`src/rtl/silencer_update_scheduler_pkg.sv`:
```
`default_nettype none
// +----------------------------------------------------------------------------+
// | Package   : settings                                                      |
// | Purpose   : Silencer settings type, scheduler state enum, reset defaults  |
// | Revision  : 1.0                                                           |
// +----------------------------------------------------------------------------+
package settings;

    typedef struct packed {
        logic [7:0]  FLAG;
        logic [15:0] COMPLETION_STEPS_INTENSITY;
        logic [15:0] COMPLETION_STEPS_PHASE;
    } silencer_settings_t;

    typedef enum logic [1:0] {
        IDLE  = 2'd0,
        READ  = 2'd1,
        DRAIN = 2'd2
    } sched_state_t;

    localparam silencer_settings_t c_SETTINGS_DEFAULT = '{
        FLAG                       : 8'd0,
        COMPLETION_STEPS_INTENSITY : 16'd1,
        COMPLETION_STEPS_PHASE     : 16'd1
    };

    // A zero step count would stall the silencer forever, so it is promoted to 1.
    function automatic silencer_settings_t clamp_steps(input silencer_settings_t s);
        silencer_settings_t r;
        r = s;
        if (s.COMPLETION_STEPS_INTENSITY == 16'd0) begin
            r.COMPLETION_STEPS_INTENSITY = 16'd1;
        end
        if (s.COMPLETION_STEPS_PHASE == 16'd0) begin
            r.COMPLETION_STEPS_PHASE = 16'd1;
        end
        return r;
    endfunction

endpackage
`default_nettype wire

```
`src/rtl/silencer_update_scheduler_settings_latch.sv`:
```
`default_nettype none
// +----------------------------------------------------------------------------+
// | Module    : silencer_settings_latch                                       |
// | Purpose   : Pending settings register, step clamp, apply-only-in-IDLE     |
// | Revision  : 1.0                                                           |
// +----------------------------------------------------------------------------+
module silencer_settings_latch
    import settings::*;
(
    input  logic               i_clk,
    input  logic               i_rst_n,
    input  logic               i_settings_we,
    input  silencer_settings_t i_settings_in,
    input  logic               i_idle,
    output silencer_settings_t o_settings
);

    silencer_settings_t r_pending;
    silencer_settings_t r_applied;
    logic               r_pend_valid;
    silencer_settings_t w_next;

    // A write landing on an IDLE edge bypasses the pending register entirely.
    assign w_next = clamp_steps(i_settings_we ? i_settings_in : r_pending);

    always_ff @(posedge i_clk or negedge i_rst_n) begin
        if (!i_rst_n) begin
            r_pending    <= c_SETTINGS_DEFAULT;
            r_pend_valid <= 1'b0;
            r_applied    <= c_SETTINGS_DEFAULT;
        end else if (i_idle && (i_settings_we || r_pend_valid)) begin
            r_applied    <= w_next;
            r_pend_valid <= 1'b0;
        end else if (i_settings_we) begin
            r_pending    <= i_settings_in;
            r_pend_valid <= 1'b1;
        end
    end

    assign o_settings = r_applied;

endmodule
`default_nettype wire

```
`src/rtl/silencer_update_scheduler.sv`:
```
`default_nettype none
// +----------------------------------------------------------------------------+
// | Module    : silencer_update_scheduler                                     |
// | Purpose   : Streams one DEPTH-entry burst into the silencer per UPDATE.   |
// |             Define SILENCER_SCHED_OVERRUN_CNT_EN to count dropped updates.|
// | Revision  : 1.0                                                           |
// +----------------------------------------------------------------------------+
module silencer_update_scheduler
    import settings::*;
#(
    parameter int DEPTH         = 249,
    parameter int DRAIN_TIMEOUT = 1024
) (
    input  logic                     CLK,
    input  logic                     RESET_N,
    input  logic                     UPDATE,
    input  logic                     SETTINGS_WE,
    input  silencer_settings_t       SETTINGS_IN,
    output logic [$clog2(DEPTH)-1:0] RADDR,
    input  logic [7:0]               RDATA_INTENSITY,
    input  logic [7:0]               RDATA_PHASE,
    output logic                     DIN_VALID,
    output logic [7:0]               INTENSITY,
    output logic [7:0]               PHASE,
    output silencer_settings_t       SILENCER_SETTINGS,
    input  logic                     DOUT_VALID,
    output logic                     BUSY,
    output logic                     TIMEOUT_ERR,
    output logic [7:0]               OVERRUN_CNT
);

    localparam int              c_AW         = $clog2(DEPTH);
    localparam int              c_DW         = $clog2(DRAIN_TIMEOUT + 1);
    localparam logic [c_AW-1:0] c_LAST_ADDR  = c_AW'(DEPTH - 1);
    localparam logic [c_DW-1:0] c_LAST_DRAIN = c_DW'(DRAIN_TIMEOUT - 1);

    sched_state_t    r_state;
    logic [c_AW-1:0] r_raddr;
    logic            r_rd_valid;
    logic            r_din_valid;
    logic [7:0]      r_intensity;
    logic [7:0]      r_phase;
    logic            r_busy;
    logic            r_timeout_err;
    logic            r_dout_seen;
    logic [c_DW-1:0] r_drain_cnt;
    logic            r_upd_pend;
    logic            w_idle;
    logic            w_start;

    assign w_idle  = (r_state == IDLE);
    assign w_start = w_idle && (UPDATE || r_upd_pend);

    // r_rd_valid marks that RDATA after this edge belongs to the burst; it
    // re-times with the memory's one-cycle latency so DIN_VALID aligns with data.
    always_ff @(posedge CLK or negedge RESET_N) begin
        if (!RESET_N) begin
            r_state       <= IDLE;
            r_raddr       <= '0;
            r_rd_valid    <= 1'b0;
            r_din_valid   <= 1'b0;
            r_intensity   <= 8'd0;
            r_phase       <= 8'd0;
            r_busy        <= 1'b0;
            r_timeout_err <= 1'b0;
            r_dout_seen   <= 1'b0;
            r_drain_cnt   <= '0;
        end else begin
            r_rd_valid  <= 1'b0;
            r_din_valid <= r_rd_valid;
            if (r_rd_valid) begin
                r_intensity <= RDATA_INTENSITY;
                r_phase     <= RDATA_PHASE;
            end
            case (r_state)
                IDLE: begin
                    if (w_start) begin
                        r_state     <= READ;
                        r_raddr     <= '0;
                        r_busy      <= 1'b1;
                        r_dout_seen <= 1'b0;
                    end
                end
                READ: begin
                    r_rd_valid <= 1'b1;
                    if (DOUT_VALID) begin
                        r_dout_seen <= 1'b1;
                    end
                    if (r_raddr == c_LAST_ADDR) begin
                        r_state     <= DRAIN;
                        r_raddr     <= '0;
                        r_drain_cnt <= '0;
                    end else begin
                        r_raddr <= r_raddr + c_AW'(1);
                    end
                end
                DRAIN: begin
                    if (DOUT_VALID) begin
                        r_dout_seen <= 1'b1;
                    end
                    if (r_dout_seen && !DOUT_VALID) begin
                        r_state <= IDLE;
                        r_busy  <= 1'b0;
                    end else if (r_drain_cnt == c_LAST_DRAIN) begin
                        r_state       <= IDLE;
                        r_busy        <= 1'b0;
                        r_timeout_err <= 1'b1;
                    end else begin
                        r_drain_cnt <= r_drain_cnt + c_DW'(1);
                    end
                end
                default: begin
                    r_state <= IDLE;
                    r_busy  <= 1'b0;
                end
            endcase
        end
    end

    // The pending update is consumed by the first IDLE edge, which also starts it.
    always_ff @(posedge CLK or negedge RESET_N) begin
        if (!RESET_N) begin
            r_upd_pend <= 1'b0;
        end else if (w_idle) begin
            r_upd_pend <= 1'b0;
        end else if (UPDATE) begin
            r_upd_pend <= 1'b1;
        end
    end

`ifdef SILENCER_SCHED_OVERRUN_CNT_EN
    logic       w_update_drop;
    logic [7:0] r_overrun_cnt;

    assign w_update_drop = UPDATE && !w_idle && r_upd_pend;

    always_ff @(posedge CLK or negedge RESET_N) begin
        if (!RESET_N) begin
            r_overrun_cnt <= 8'd0;
        end else if (w_update_drop && (r_overrun_cnt != 8'hFF)) begin
            r_overrun_cnt <= r_overrun_cnt + 8'd1;
        end
    end

    assign OVERRUN_CNT = r_overrun_cnt;
`else
    assign OVERRUN_CNT = 8'd0;
`endif

    silencer_settings_latch u_settings_latch (
        .i_clk         (CLK),
        .i_rst_n       (RESET_N),
        .i_settings_we (SETTINGS_WE),
        .i_settings_in (SETTINGS_IN),
        .i_idle        (w_idle),
        .o_settings    (SILENCER_SETTINGS)
    );

    assign RADDR       = r_raddr;
    assign DIN_VALID   = r_din_valid;
    assign INTENSITY   = r_intensity;
    assign PHASE       = r_phase;
    assign BUSY        = r_busy;
    assign TIMEOUT_ERR = r_timeout_err;

endmodule
`default_nettype wire

```
`config.mk`:
```
export PLATFORM = sky130hd
export DESIGN_NAME = silencer_update_scheduler
export DESIGN_NICKNAME = d
export VERILOG_FILES = /design/src/rtl/silencer_update_scheduler_pkg.sv /design/src/rtl/silencer_update_scheduler_settings_latch.sv /design/src/rtl/silencer_update_scheduler.sv
export SDC_FILE = /design/constraint.sdc
export NUM_CORES = 1
export LEC_CHECK = 0
export BUFFER_PORTS_ARGS = -buffer_cell sky130_fd_sc_hd__buf_2
export CAP_MARGIN = 0
export CORE_ASPECT_RATIO = 0.75
export CORE_MARGIN = 3
export CORE_UTILIZATION = 49
export CTS_CLUSTER_DIAMETER = 40
export DETAILED_ROUTE_END_ITERATION = 8
export GPL_ROUTABILITY_DRIVEN = 0
export PLACE_DENSITY = 0.85
export SETUP_SLACK_MARGIN = 0.15
export SLEW_MARGIN = 20
export SYNTH_ARGS = -nofsm -noshare
export SYNTH_HDL_FRONTEND = slang
export SYNTH_HIERARCHICAL = 1
export SYNTH_SLANG_ARGS = --single-unit
```
`constraint.sdc`:
```
create_clock -name CLK -period 2.5 [get_ports CLK]
set_clock_uncertainty 0.1 [all_clocks]
set_input_delay 0.375 -clock CLK [delete_from_list [all_inputs] [get_ports CLK]]
set_output_delay 0.375 -clock CLK [all_outputs]
set_load 0.1 [all_outputs]
```
Yosys cells after proc, flatten, opt, wreduce, memory -nomap -nowiden
Index checks and enable logic that the tools add are counted.
{ "totals": {"word_cells": 80, "ramBits": 0, "reg_bits": 124, "rom_bits": 0, "n_memories": 0, "latchBits": 0, "input_bits": 61} }
{ "op_classes": {"addsub": 2, "n_mux": 27, "eq_ne": 10, "multipliers": 0, "n_lt_le_gt_ge": 0, "bitwise": 2, "reduce_logical": 21, "shifts": 0, "div": 0} }
{ "op_table": {"columns": ["operator", "n"], "rows": [
  ["40-bit 2-to-1 mux", 1],
  ["11-bit 2-to-1 mux", 3],
  ["16-bit logical NOT", 2],
  ["16-bit 2-to-1 mux", 2],
  ["11-bit case mux with 2 select lines", 1],
  ["8-bit 2-to-1 mux", 2],
  ["8-bit case mux with 2 select lines", 1],
  ["3-bit AND reduction", 4],
  ["11-bit by 1-bit adder with 11-bit output (second input constant)", 1],
  ["11-bit by 10-bit == test with 1-bit output (second input constant)", 1],
  ["1-bit 2-to-1 mux", 10],
  ["2-bit nonzero test", 5],
  ["8-bit by 1-bit adder with 8-bit output (second input constant)", 1],
  ["8-bit == test (second input constant)", 1],
  ["2-bit 2-to-1 mux", 4],
  ["2-bit != test (second input constant)", 4],
  ["2-bit case mux with 3 select lines", 1],
  ["4-bit AND reduction", 1],
  ["1-bit logical AND", 3],
  ["3-bit != test (second input constant)", 1],
  ["1-bit case mux with 3 select lines", 1],
  ["2-bit by 1-bit == test with 1-bit output (second input constant)", 1],
  ["2-bit == test (second input constant)", 1],
  ["2-bit logical NOT", 1],
  ["7 further kinds", 9]
]} }

Longest topological paths before layout
Gate-level depths: netlist of run 1.
{ "depth": {"depth_word": 4, "ltp_mapped": 8} }

Modules after synthesis
Netlist of run 1, hierarchy kept.
{ "by_module_without_submodules": {"columns": ["mod", "instances", "cells_per_inst", "area_each_um2"], "rows": [
  ["silencer_settings_latch", 1, 291, 3550.9],
  ["silencer_update_scheduler", 1, 208, 2205.9]
]} }

Worst setup path before layout of run 1
Ideal clock, no wire load.
{ "synth_timing": {"path_kind": "reg2reg", "from": "register r_raddr[5] (netlist: RADDR[5])", "to": "register r_drain_cnt[6]", "setup_ps": 104, "path_slack_ps": -113, "arrival_time_ps": 2409, "stages_incl_launch_ff": 6, "required_time_ps": 2296, "path_cell_list": "dfrtp_1 nand4_2 o31a_1 buf_6 or4_1 o311ai_1"} }
{ "synth_via": {"elab_chain_cells": 3} }
{ "synth_lines": {"columns": ["item", "line_no", "source"], "rows": [
  ["start, declared", "silencer_update_scheduler.sv:38", "logic [c_AW-1:0] r_raddr;"],
  ["start signal, assigned", "silencer_update_scheduler.sv:94", "r_raddr <= r_raddr + c_AW'(1);"],
  ["8-bit == test", "silencer_update_scheduler.sv:89", "if (r_raddr == c_LAST_ADDR) begin"],
  ["2-bit != test (no source line)", null, null],
  ["4-bit AND reduction (no source line)", null, null],
  ["end signal, assigned", "silencer_update_scheduler.sv:109", "r_drain_cnt <= r_drain_cnt + c_DW'(1);"],
  ["end, declared", "silencer_update_scheduler.sv:46", "logic [c_DW-1:0] r_drain_cnt;"]
]} }
Every way passes these cells.
A chain may end at the register's enable or synchronous reset.

Final worst setup path of run 1
{ "layout_timing": {"from": "register r_state[1]", "to": "register r_raddr[6] (netlist: RADDR[6])"} }
{ "layout_via": {"elab_chain_cells": 4} }
{ "layout_lines": {"columns": ["item", "line_no", "source"], "rows": [
  ["start, declared", "silencer_update_scheduler.sv:37", "sched_state_t r_state;"],
  ["start signal, assigned", "silencer_update_scheduler.sv:58", "r_state <= IDLE;"],
  ["start signal, assigned", "silencer_update_scheduler.sv:78", "r_state <= READ;"],
  ["start signal, assigned", "silencer_update_scheduler.sv:90", "r_state <= DRAIN;"],
  ["2-bit logical NOT *", "silencer_update_scheduler.sv:51", "assign w_idle = (r_state == IDLE);"],
  ["via w_idle", "silencer_update_scheduler.sv:48", "logic w_idle;"],
  ["1-bit logical AND", "silencer_update_scheduler.sv:52", "assign w_start = w_idle && (UPDATE || r_upd_pend);"],
  ["2-bit != test (no source line)", null, null],
  ["2-bit AND reduction (no source line)", null, null]
]} }
The timed path passes the listed nets; every way through them passes the cells marked *.

==> run summary, run 1 <==
1st-pass router iterations: 5
WL met2: 6389 um
Iter 0 DRT Violations: 271
final net count: 700
Critical Path AT: 2.46 ns
die area: 13100 um^2
CORE AREA: 11190 um^2
vias in the first global route: 4470
metal3 WL: 733 um
post-route ant nets: 0
Synth Area in Adders: 0.01304
CP Launch Type: flop
clock root cell: clkbuf_16
Worst path slowest cell: or4_1
mux contribution to synthesized area: 0.1808
clock slew at reported path FFs: 0.05 ns
Mean Syn Cell Area: 11.54 um^2
unrepaired setup endpoints after global routing: false
Filler cells: 891
first-pass GRT wire length: 21870 um
area delta synth->final: 24.08%
DR top layer: met4
Port Buffers: 127
via count: 4355
post-synthesis cell area: 5757 um^2
Final min period: 2.257 ns
worst-path maximum fanout: 9
XOR/XNOR Fraction of Synth Area: 0.004564
layout cells sized above 1: 0.3752
total track usage: 0.2076
fin crit share: 0.9026
Starting Density: 0.5145
Overflow after GRT: 0
Max stage delay on crit path: 0.49 ns
Seq/Total Area, Yosys: 0.5399
H-tree levels: 4
Hold Violations, Final: 0
Clock Tree Buf Depth: 2
final setup TNS: 0 ns
Critical Path RT: 2.71 ns
Cells after DPL: 770
drt drc: 0
chip height: 99.87 um
Die Wd: 131.2 um
CTS tree: built
number of register bits inferred by synthesis: 124
ys flop type: dfrtp_1
post-synthesis instance total: 499
TritonCTS Buffers: 17
DP HPWL: 9239 um
largest net degree at the start of global routing: 125
Max Cap Viol: 0
Final Util: 0.6384
Met1 Wirelength: 6001 um
Post-Synth Simple-Gate Area: 0.1135
crit path cell chain: inv_1 > ha_1 > nor3b_1 > buf_4 > or2_2 > or4_1 > o21ai_0
Async SR Flop Fraction: 1.000
Synth Area in Compound Gates: 0.1054
Fmax: 443.2 MHz
diode count: 0
per-cell routed wire length: 16.59 um
CTS sink cnt: 124
EDFF count, synth: 0
Vias/cell: 5.430
# IOs: 136
Finished Layout Cells: 802
Yosys warnings: 6
initial antenna violation count: 0
Slew headroom: 0.5333
Post-CTS Setup Bufs: 0
clk_lat worst skew: 0.40 ns
critical setup path kind: flop to flop
total wire length: 13310 um
# setup viols final: 0
Final Slew Violations: 0
status: finished clean
Cell variety after synth: 54
Least-Margin Pin Slew: 0.7000 ns
row cnt: 33
Hold WC Path Type: input port to flop
largest family of logic cells by synthesized area: multiplexers
Worst Setup End Kind: flop
## flip-flops by register name, indices dropped and copies added (netlist names), 2 cells and up
register / count
u_settings_latch/o_settings: 40
u_settings_latch/r_pending: 40
r_drain_cnt: 11
INTENSITY: 8
PHASE: 8
RADDR: 8
r_state: 2
## layout by cell type, fill, tap and decap left out, types with 3 or more instances in the layout
cell type and n:
a211oi_1 3, or4_1 3, nand3_1 9, mux2_1 3
inv_1 9, nor4_1 16, buf_4 11, a31oi_1 4
mux2i_1 41, and3_1 5, clkinv_2 5, nand2_1 55
xnor2_1 3, dfrtp_2 7, dfstp_2 4, nand2b_1 4
o21ai_0 53, dfrtp_1 113, conb_1 8, o311ai_0 3
buf_2 126, buf_12 3, mux2_2 53, nor2_1 20
ha_1 4, o32a_1 3, a21oi_1 6, clkbuf_16 17
nor3_1 3
## worst max-delay path, delay by kind of cell (launching register included)
kind                       cells  cell delay, ns
adders and majority gates      1            0.30
buffers and inverters          2            0.24
and+or+nand+nor                3            1.01
AOI/OAI and AO/OA              1            0.11
DFF                            1            0.39
## layer usage
metal  global-route usage  up-vias
met5                    0        -
met4              0.07990        0
li1                     -     2069
met1               0.2669     2120
met2               0.3463      147
met3              0.05010       19
## synthesized netlist by cell type, drive strengths merged, types with 2 or more instances
library cell,count,area (um^2)
o31a,2,17.52
or4,3,22.52
a21oi,6,30.03
a21boi,2,15.01
dfrtp,120,3003
mux2,56,630.6
a41oi,2,17.52
or4b,2,20.02
inv,9,33.78
a211oi,3,22.52
nor2,20,75.07
o311ai,5,43.80
xnor2,3,26.28
nand2,55,206.5
nor3,3,15.01
nand2b,4,25.02
nor4,17,112.6
buf,24,175.2
a221o,2,20.02
o2bb2ai,2,17.52
a31oi,4,25.02
o32a,3,30.03
nor4b,2,17.52
o31ai,2,15.01
nand3,9,45.04
dfstp,4,105.1
clkbuf,9,33.78
o21ai,54,281.5
mux2i,41,410.4
ha,6,75.07
and2,2,12.51
and3,5,31.28
o211ai,2,15.01
nand4,3,25.02
## through the flow
step	cell area [um^2]	hold WS, ns	setup WS (ns)
floorplan	5792	-0.02059	0.2166
global placement	6554	0.3550	0.3919
detailed placement	6554	0.3598	0.1841
CTS	7128	0.009408	0.1947
global route	7143	0.09028	0.1522
finish	7143	0.1081	0.2434
## what timing repair did
item,4_1_cts,5_1_grt
setup endpoints to repair,0,3
hold buffers,0,1
hold endpoints to repair,0,14
gates resized for setup,0,2
## worst paths after layout
kind                       cells past startpoint  slack, ns                     from                                          to
setup / recovery                               7       0.24   r_state[1]$_DFFE_PN0P_                        RADDR[6]$_DFFE_PN0P_
hold / removal                                 2       0.11       RDATA_INTENSITY[3]                    INTENSITY[3]$_DFFE_PN0P_
setup reg to reg                               7       0.24   r_state[1]$_DFFE_PN0P_                        RADDR[6]$_DFFE_PN0P_
hold reg to reg                                1       0.36  TIMEOUT_ERR$_DFFE_PN0P_                     TIMEOUT_ERR$_DFFE_PN0P_
max in group asynchronous                      3       1.26                  RESET_N  u_settings_latch/r_pending[37]$_DFFE_PN0N_
min in group asynchronous                      3       0.47                  RESET_N                  r_drain_cnt[9]$_DFFE_PN0P_
## kinds of logic (layout without fill, tap and decap cells)
group	after synthesis	in the layout
AO/OA/AOI/OAI	95	95
XOR/XNOR	3	3
adder cells (fa/ha/maj)	6	6
buffers and inverters	42	181
flip-flops	124	124
multiplexers	97	97
other	1	8
AND/OR/NAND/NOR	131	131
## cell type report
| type | instances | area (um^2) | area share |
|---|---|---|---|
| Sequential cell | 124 | 3117 | 0.4363 |
| Inverter | 9 | 33.78 | 0.004729 |
| Clock buffer | 20 | 456.7 | 0.06393 |
| Multi-Input combinational cell | 340 | 2439 | 0.3414 |
| Tap cell | 157 | 196.4 | 0.02750 |
| Timing Repair Buffer | 141 | 783.3 | 0.1097 |
| Clock inverter | 11 | 117.6 | 0.01647 |
Power of run 1 is not shown: default switching activity piles up to over one toggle a cycle in this logic, so the estimate is an artifact.
==> run 2, diff against run 1 <==
- MAX_ROUTING_LAYER: unset -> met4
- PLACE_DENSITY: 0.85 -> 0.76
==> run summary, run 2 (synthesis results as in run 1) <==
status: finished clean
Cells after DPL: 773 (+0.39%)
CTS tree: built
r2r startpoint: r_state[0]$_DFFE_PN0P_
CORE AREA: 11190 um^2 (unchanged)
commonest non-fill, non-tap cell in the layout: buf_2
CP Launch Point: r_state[0]$_DFFE_PN0P_
1st-pass router iterations: 5 (unchanged)
post-route cell area: 7126 um^2 (-0.25%)
Die Wd: 131.2 um (unchanged)
most frequent cells in the layout: 126 x buf_2, 113 x dfrtp_1, 55 x nand2_1
Critical Path RT: 2.72 ns (about the same)
DP HPWL: 9442 um (+2.2%)
worst-path maximum fanout: 9 (unchanged)
Critical Path AT: 2.48 ns (+0.02 ns)
CP Launch Type: flop
via count: 4389 (+0.78%)
Hold Violations, Final: 0 (unchanged)
Vias/cell: 5.445 (+0.28%)
r2r setup slk: 0.24 ns (about the same)
worst hold path endpoint: PHASE[3]$_DFFE_PN0P_
RR Endpoint: RADDR[6]$_DFFE_PN0P_
Least-Margin Pin Slew: 0.6959 ns (-0.004059 ns)
TritonCTS Buffers: 17 (unchanged)
Worst Setup Slack, final: 0.2424 ns (-0.001059 ns)
# IOs: 136 (unchanged)
largest net degree at the start of global routing: 51 (-59%)
Fmax: 442.9 MHz (about the same)
crit path cell chain: inv_1 > ha_1 > nor3b_1 > buf_4 > or2_2 > or4_1 > o21ai_0
# setup viols final: 0 (unchanged)
Clock Tree Buf Depth: 2 (unchanged)
clock root cell: clkbuf_16
vias in the first global route: 4446 (-0.54%)
Port Buffers: 127 (unchanged)
Final min period: 2.258 ns (+0.001059 ns)
unrepaired setup endpoints after global routing: false
diode count: 0 (unchanged)
total track usage: 0.2157 (+0.008167)
area delta synth->final: 23.78%
final setup TNS: 0 ns (unchanged)
die area: 13100 um^2 (unchanged)
drt drc: 0 (unchanged)
Max Cap Viol: 0 (unchanged)
critical setup path kind: flop to flop
fin crit share: 0.9031 (about the same)
total wire length: 13200 um (-0.79%)
Final Slew Violations: 0 (unchanged)
Finished Layout Cells: 806 (+0.50%)
clock slew at reported path FFs: 0.06 ns (about the same)
DP Area: 6564 um^2 (+0.15%)
chip height: 99.87 um (unchanged)
Worst Setup End Kind: flop
Hold WC Path Type: input port to flop
WHS Path Cells: 2 (unchanged)
Max stage delay on crit path: 0.49 ns (about the same)
Worst path slowest cell: or4_1
Iter 0 DRT Violations: 342 (+26%)
initial antenna violation count: 0 (unchanged)
Hold Startpoint: RDATA_PHASE[3]
Setup WS pre-CTS: 0.2583 ns (+0.07424 ns)
per-cell routed wire length: 16.38 um (-1.3%)
clk_lat worst skew: 0.41 ns (about the same)
first-pass GRT wire length: 22150 um (+1.3%)
post-route ant nets: 0 (unchanged)
cells on worst reg2reg path: 7 (unchanged)
CTS sink cnt: 124 (unchanged)
H-tree levels: 4 (unchanged)
Overflow after GRT: 0 (unchanged)
Starting Density: 0.5145 (unchanged)
layout cells sized above 1: 0.3760 (+0.0007692)
row cnt: 33 (unchanged)
Slew headroom: 0.5319 (-0.001456)
final net count: 703 (+0.43%)
run 2: changes by cell type in the layout (fill, tap and decap cells not counted), sizes merged:
cell	change
buf	+3
bufinv	-1
clkbuf	+1
clkinvlp	+3
inv	-2
run 2: metrics by stage:
stage | hold WS (ns) | utilization
final | 0.1001 | 0.6368
after global routing | 0.09155 | 0.6368
after CTS | 0.08286 | 0.6364
after detailed placement | 0.3413 | 0.5866
after global placement | 0.3372 | 0.5866
after floorplan | -0.02059 | -
run 2: worst max-delay path: cells and delay by family (launching register included):
kind | cells | cell delay [ns]
flip-flops | 1 | 0.39
AO/OA/AOI/OAI | 1 | 0.10
adder cells (fa/ha/maj) | 1 | 0.33
AND/OR/NAND/NOR | 3 | 1.01
buffers and inverters | 2 | 0.25
run 2: cell type report:
cell class / count / area (um^2)
well taps: 157 / 196.4
inverters: 9 / 33.78
fillers: 899 / 4064
flip-flops and latches: 124 / 3117
clock buffers: 21 / 450.4
repair buffers: 144 / 793.3
clock inverters: 11 / 96.34
multi-input cells: 340 / 2439
run 2: timing repair:
item,CTS,global route
endpoints found under the hold margin,45,0
hold buffers,1,0
gates resized for setup,0,2
setup endpoints to repair,0,5
setup buffers,0,0
run 2: how the worst max path moves through the flow:
stage | to | slack (ns) | depth (start not counted)
4_1_cts | r_drain_cnt[5]$_DFFE_PN0P_ | 0.25 | 6
5_1_grt | RADDR[6]$_DFFE_PN0P_ | 0.16 | 7
3_3_place_gp | r_drain_cnt[2]$_DFFE_PN0P_ | 0.38 | 6
3_5_place_dp | r_drain_cnt[2]$_DFFE_PN0P_ | 0.26 | 6
2_1_floorplan | r_drain_cnt[6]$_DFFE_PN0P_ | 0.22 | 5
6_report | RADDR[6]$_DFFE_PN0P_ | 0.24 | 7
run 2: routing by layer:
metal  global-route usage  up-vias  routed length [um]
li1                     -     2089                   -
met1               0.2880     2121                6109
met2               0.3280      162                6185
met3              0.05110       17                 760
met4              0.07667        0                 146
met5                    -        -                   0
Power of run 2 is left out for the same reason.
==> run 3, diff against run 2 <==
- CORE_ASPECT_RATIO: 0.75 -> 1.25
- SYNTH_HIERARCHICAL: 1 -> unset
==> run summary, run 3 <==
status: finished clean
share of the synthesized area in the top cell type: 0.5316 (+0.009936)
most frequent cells in the layout: 126 x buf_2, 118 x dfrtp_1, 57 x mux2_2
H-tree levels: 4 (unchanged)
cts repair resizes: 0 (unchanged)
Vias/cell: 5.496 (+0.93%)
total track usage: 0.2134 (-0.002354)
Fmax: 475.8 MHz (+7.4%)
Port Buffers: 127 (unchanged)
CP Launch Point: r_state[0]$_DFFE_PN0P_
multi-input logic area: 2361 um^2 (-3.2%)
Clock Tree Buf Depth: 2 (unchanged)
Filler cells: 892 (-0.78%)
Overflow after GRT: 0 (unchanged)
post-route ant nets: 0 (unchanged)
Starting Density: 0.5048 (-0.009673)
Mean Syn Cell Area: 11.74 um^2 (+1.8%)
CP Launch Type: flop
final net count: 677 (-3.7%)
commonest non-fill, non-tap cell in the layout: buf_2
Seq/Total Area, Yosys: 0.5502 (+0.01028)
DP Area: 6396 um^2 (-2.6%)
Synth Area in Adders: 0.01329 (+0.0002484)
drt drc: 0 (unchanged)
vias in the first global route: 4390 (-1.3%)
post-synthesis instance total: 481 (-3.6%)
clock root cell: clkbuf_16
register area: 3110 um^2 (-0.20%)
Critical Path RT: 2.64 ns (-0.08 ns)
Hold Startpoint: RDATA_INTENSITY[2]
TritonCTS Buffers: 17 (unchanged)
fin crit share: 0.8407 (-0.06240)
diode count: 0 (unchanged)
clock slew at reported path FFs: 0.05 ns (about the same)
largest area contributor in the netlist: dfrtp_1
row cnt: 43 (+30%)
unrepaired setup endpoints after global routing: false
r2r setup slk: 0.40 ns (+0.16 ns)
cell with the most instances after synthesis: dfrtp_1
largest net degree at the start of global routing: 81 (+59%)
DP HPWL: 8749 um (-7.3%)
1st-pass router iterations: 4 (-1)
via count: 4166 (-5.1%)
ys flop type: dfrtp_1
post-synthesis cell area: 5649 um^2 (-1.9%)
Die Wd: 102.0 um (-22%)
die area: 12860 um^2 (-1.8%)
CTS sink cnt: 124 (unchanged)
final setup TNS: 0 ns (unchanged)
XOR/XNOR Fraction of Synth Area: 0 (-0.004564)
worst-path maximum fanout: 80 (+71)
worst hold slack: 0.1008 ns (+0.0006950 ns)
EDFF count, synth: 0 (unchanged)
largest family of logic cells by synthesized area: multiplexers
Hold WC Path Type: input port to flop
per-cell routed wire length: 16.58 um (+1.2%)
Critical Path AT: 2.24 ns (-0.24 ns)
synth cell count leaders: 120 x dfrtp_1, 57 x mux2_2, 51 x o21ai_0
initial antenna violation count: 0 (unchanged)
CTS tree: built
Yosys warnings: 0 (-6)
Cell variety after synth: 48 (-11%)
r2r startpoint: r_state[0]$_DFFE_PN0P_
Least-Margin Pin Slew: 0.7070 ns (+0.01102 ns)
chip height: 126.0 um (+26%)
Worst Setup EP: u_settings_latch.o_settings[28]$_DFFE_PN0P_
critical setup path kind: flop to flop
Async SR Flop Fraction: 1.000 (unchanged)
Final min period: 2.102 ns (-0.1560 ns)
area delta synth->final: 25.32%
Post-Synth Simple-Gate Area: 0.1081 (-0.005369)
Hold Violations, Final: 0 (unchanged)
Iter 0 DRT Violations: 175 (-49%)
# setup viols final: 0 (unchanged)
Final Slew Violations: 0 (unchanged)
cells on worst reg2reg path: 6 (-1)
Worst Setup End Kind: flop
Synth Area in Compound Gates: 0.1034 (-0.001979)
clk_lat worst skew: 0.40 ns (about the same)
number of register bits inferred by synthesis: 124 (unchanged)
layout cells sized above 1: 0.3884 (+0.01248)
Max Cap Viol: 0 (unchanged)
RR Endpoint: u_settings_latch.o_settings[28]$_DFFE_PN0P_
Slew headroom: 0.5287 (-0.003183)
total wire length: 12570 um (-4.8%)
post-route cell area: 7079 um^2 (-0.65%)
# IOs: 136 (unchanged)
CORE AREA: 11190 um^2 (about the same)
first-pass GRT wire length: 21090 um (-4.8%)
mux contribution to synthesized area: 0.1845 (+0.003666)
synth top area cells: dfrtp_1 53%, mux2_2 11%, mux2i_1 7.1%
-- run 3: what timing repair did --
action	4_1_cts	5_1_grt
buffers inserted	0	0
hold buffers	1	0
hold endpoints to repair	12	0
-- run 3: cell type report --
cell class / count / area share
Clock inverter: 12 / 0.03058
Multi-Input combinational cell: 320 / 0.3335
Tap cell: 135 / 0.02386
Sequential cell: 124 / 0.4394
Timing Repair Buffer: 137 / 0.1029
Clock buffer: 20 / 0.06451
Inverter: 10 / 0.005302
-- run 3: how the worst min path moves through the flow --
stage | endpoint | slack [ns] | cells past startpoint
global placement | u_settings_latch.o_settings[10]$_DFFE_PN0P_ | 0.14 | 1
floorplan | BUSY$_DFFE_PN0P_ | -0.02 | 0
CTS | INTENSITY[3]$_DFFE_PN0P_ | 0.08 | 2
detailed placement | u_settings_latch.o_settings[10]$_DFFE_PN0P_ | 0.15 | 1
global route | INTENSITY[2]$_DFFE_PN0P_ | 0.09 | 2
finish | INTENSITY[2]$_DFFE_PN0P_ | 0.10 | 2
-- run 3: through the flow --
| step | worst slack [ns] | utilization | std cells |
|---|---|---|---|
| 3_3_place_gp | 0.5468 | 0.5716 | 725 |
| 5_1_grt | 0.2326 | 0.6326 | 758 |
| 4_1_cts | 0.4005 | 0.6326 | 758 |
| 3_5_place_dp | 0.4312 | 0.5716 | 725 |
| 6_report | 0.3984 | 0.6326 | 758 |
| 2_1_floorplan | 0.2637 | - | 488 |
-- run 3: logic make-up after synthesis --
group | after synthesis
buffers and inverters | 44
AOI/OAI and AO/OA | 91
and+or+nand+nor | 118
adders and majority gates | 6
other | 1
DFF | 124
muxes | 97
-- run 3: critical path, cell delays in order, from the launching register on --
cell and delay [ns]:
dfrtp_1 0.39, inv_1 0.08, ha_1 0.29, buf_4 0.20, o21ai_4 0.05, buf_4 0.57
o21ai_0 0.24
-- run 3: per-layer routing --
metal / vias to the layer above / part of all wire / global-route usage
li1: 1996 / - / -
met1: 2022 / 0.43 / 0.2612
met2: 136 / 0.51 / 0.3502
met3: 12 / 0.048 / 0.04709
met4: 0 / 0.010 / 0.06795
met5: - / 0 / -
Power of run 3 is left out for the same reason.
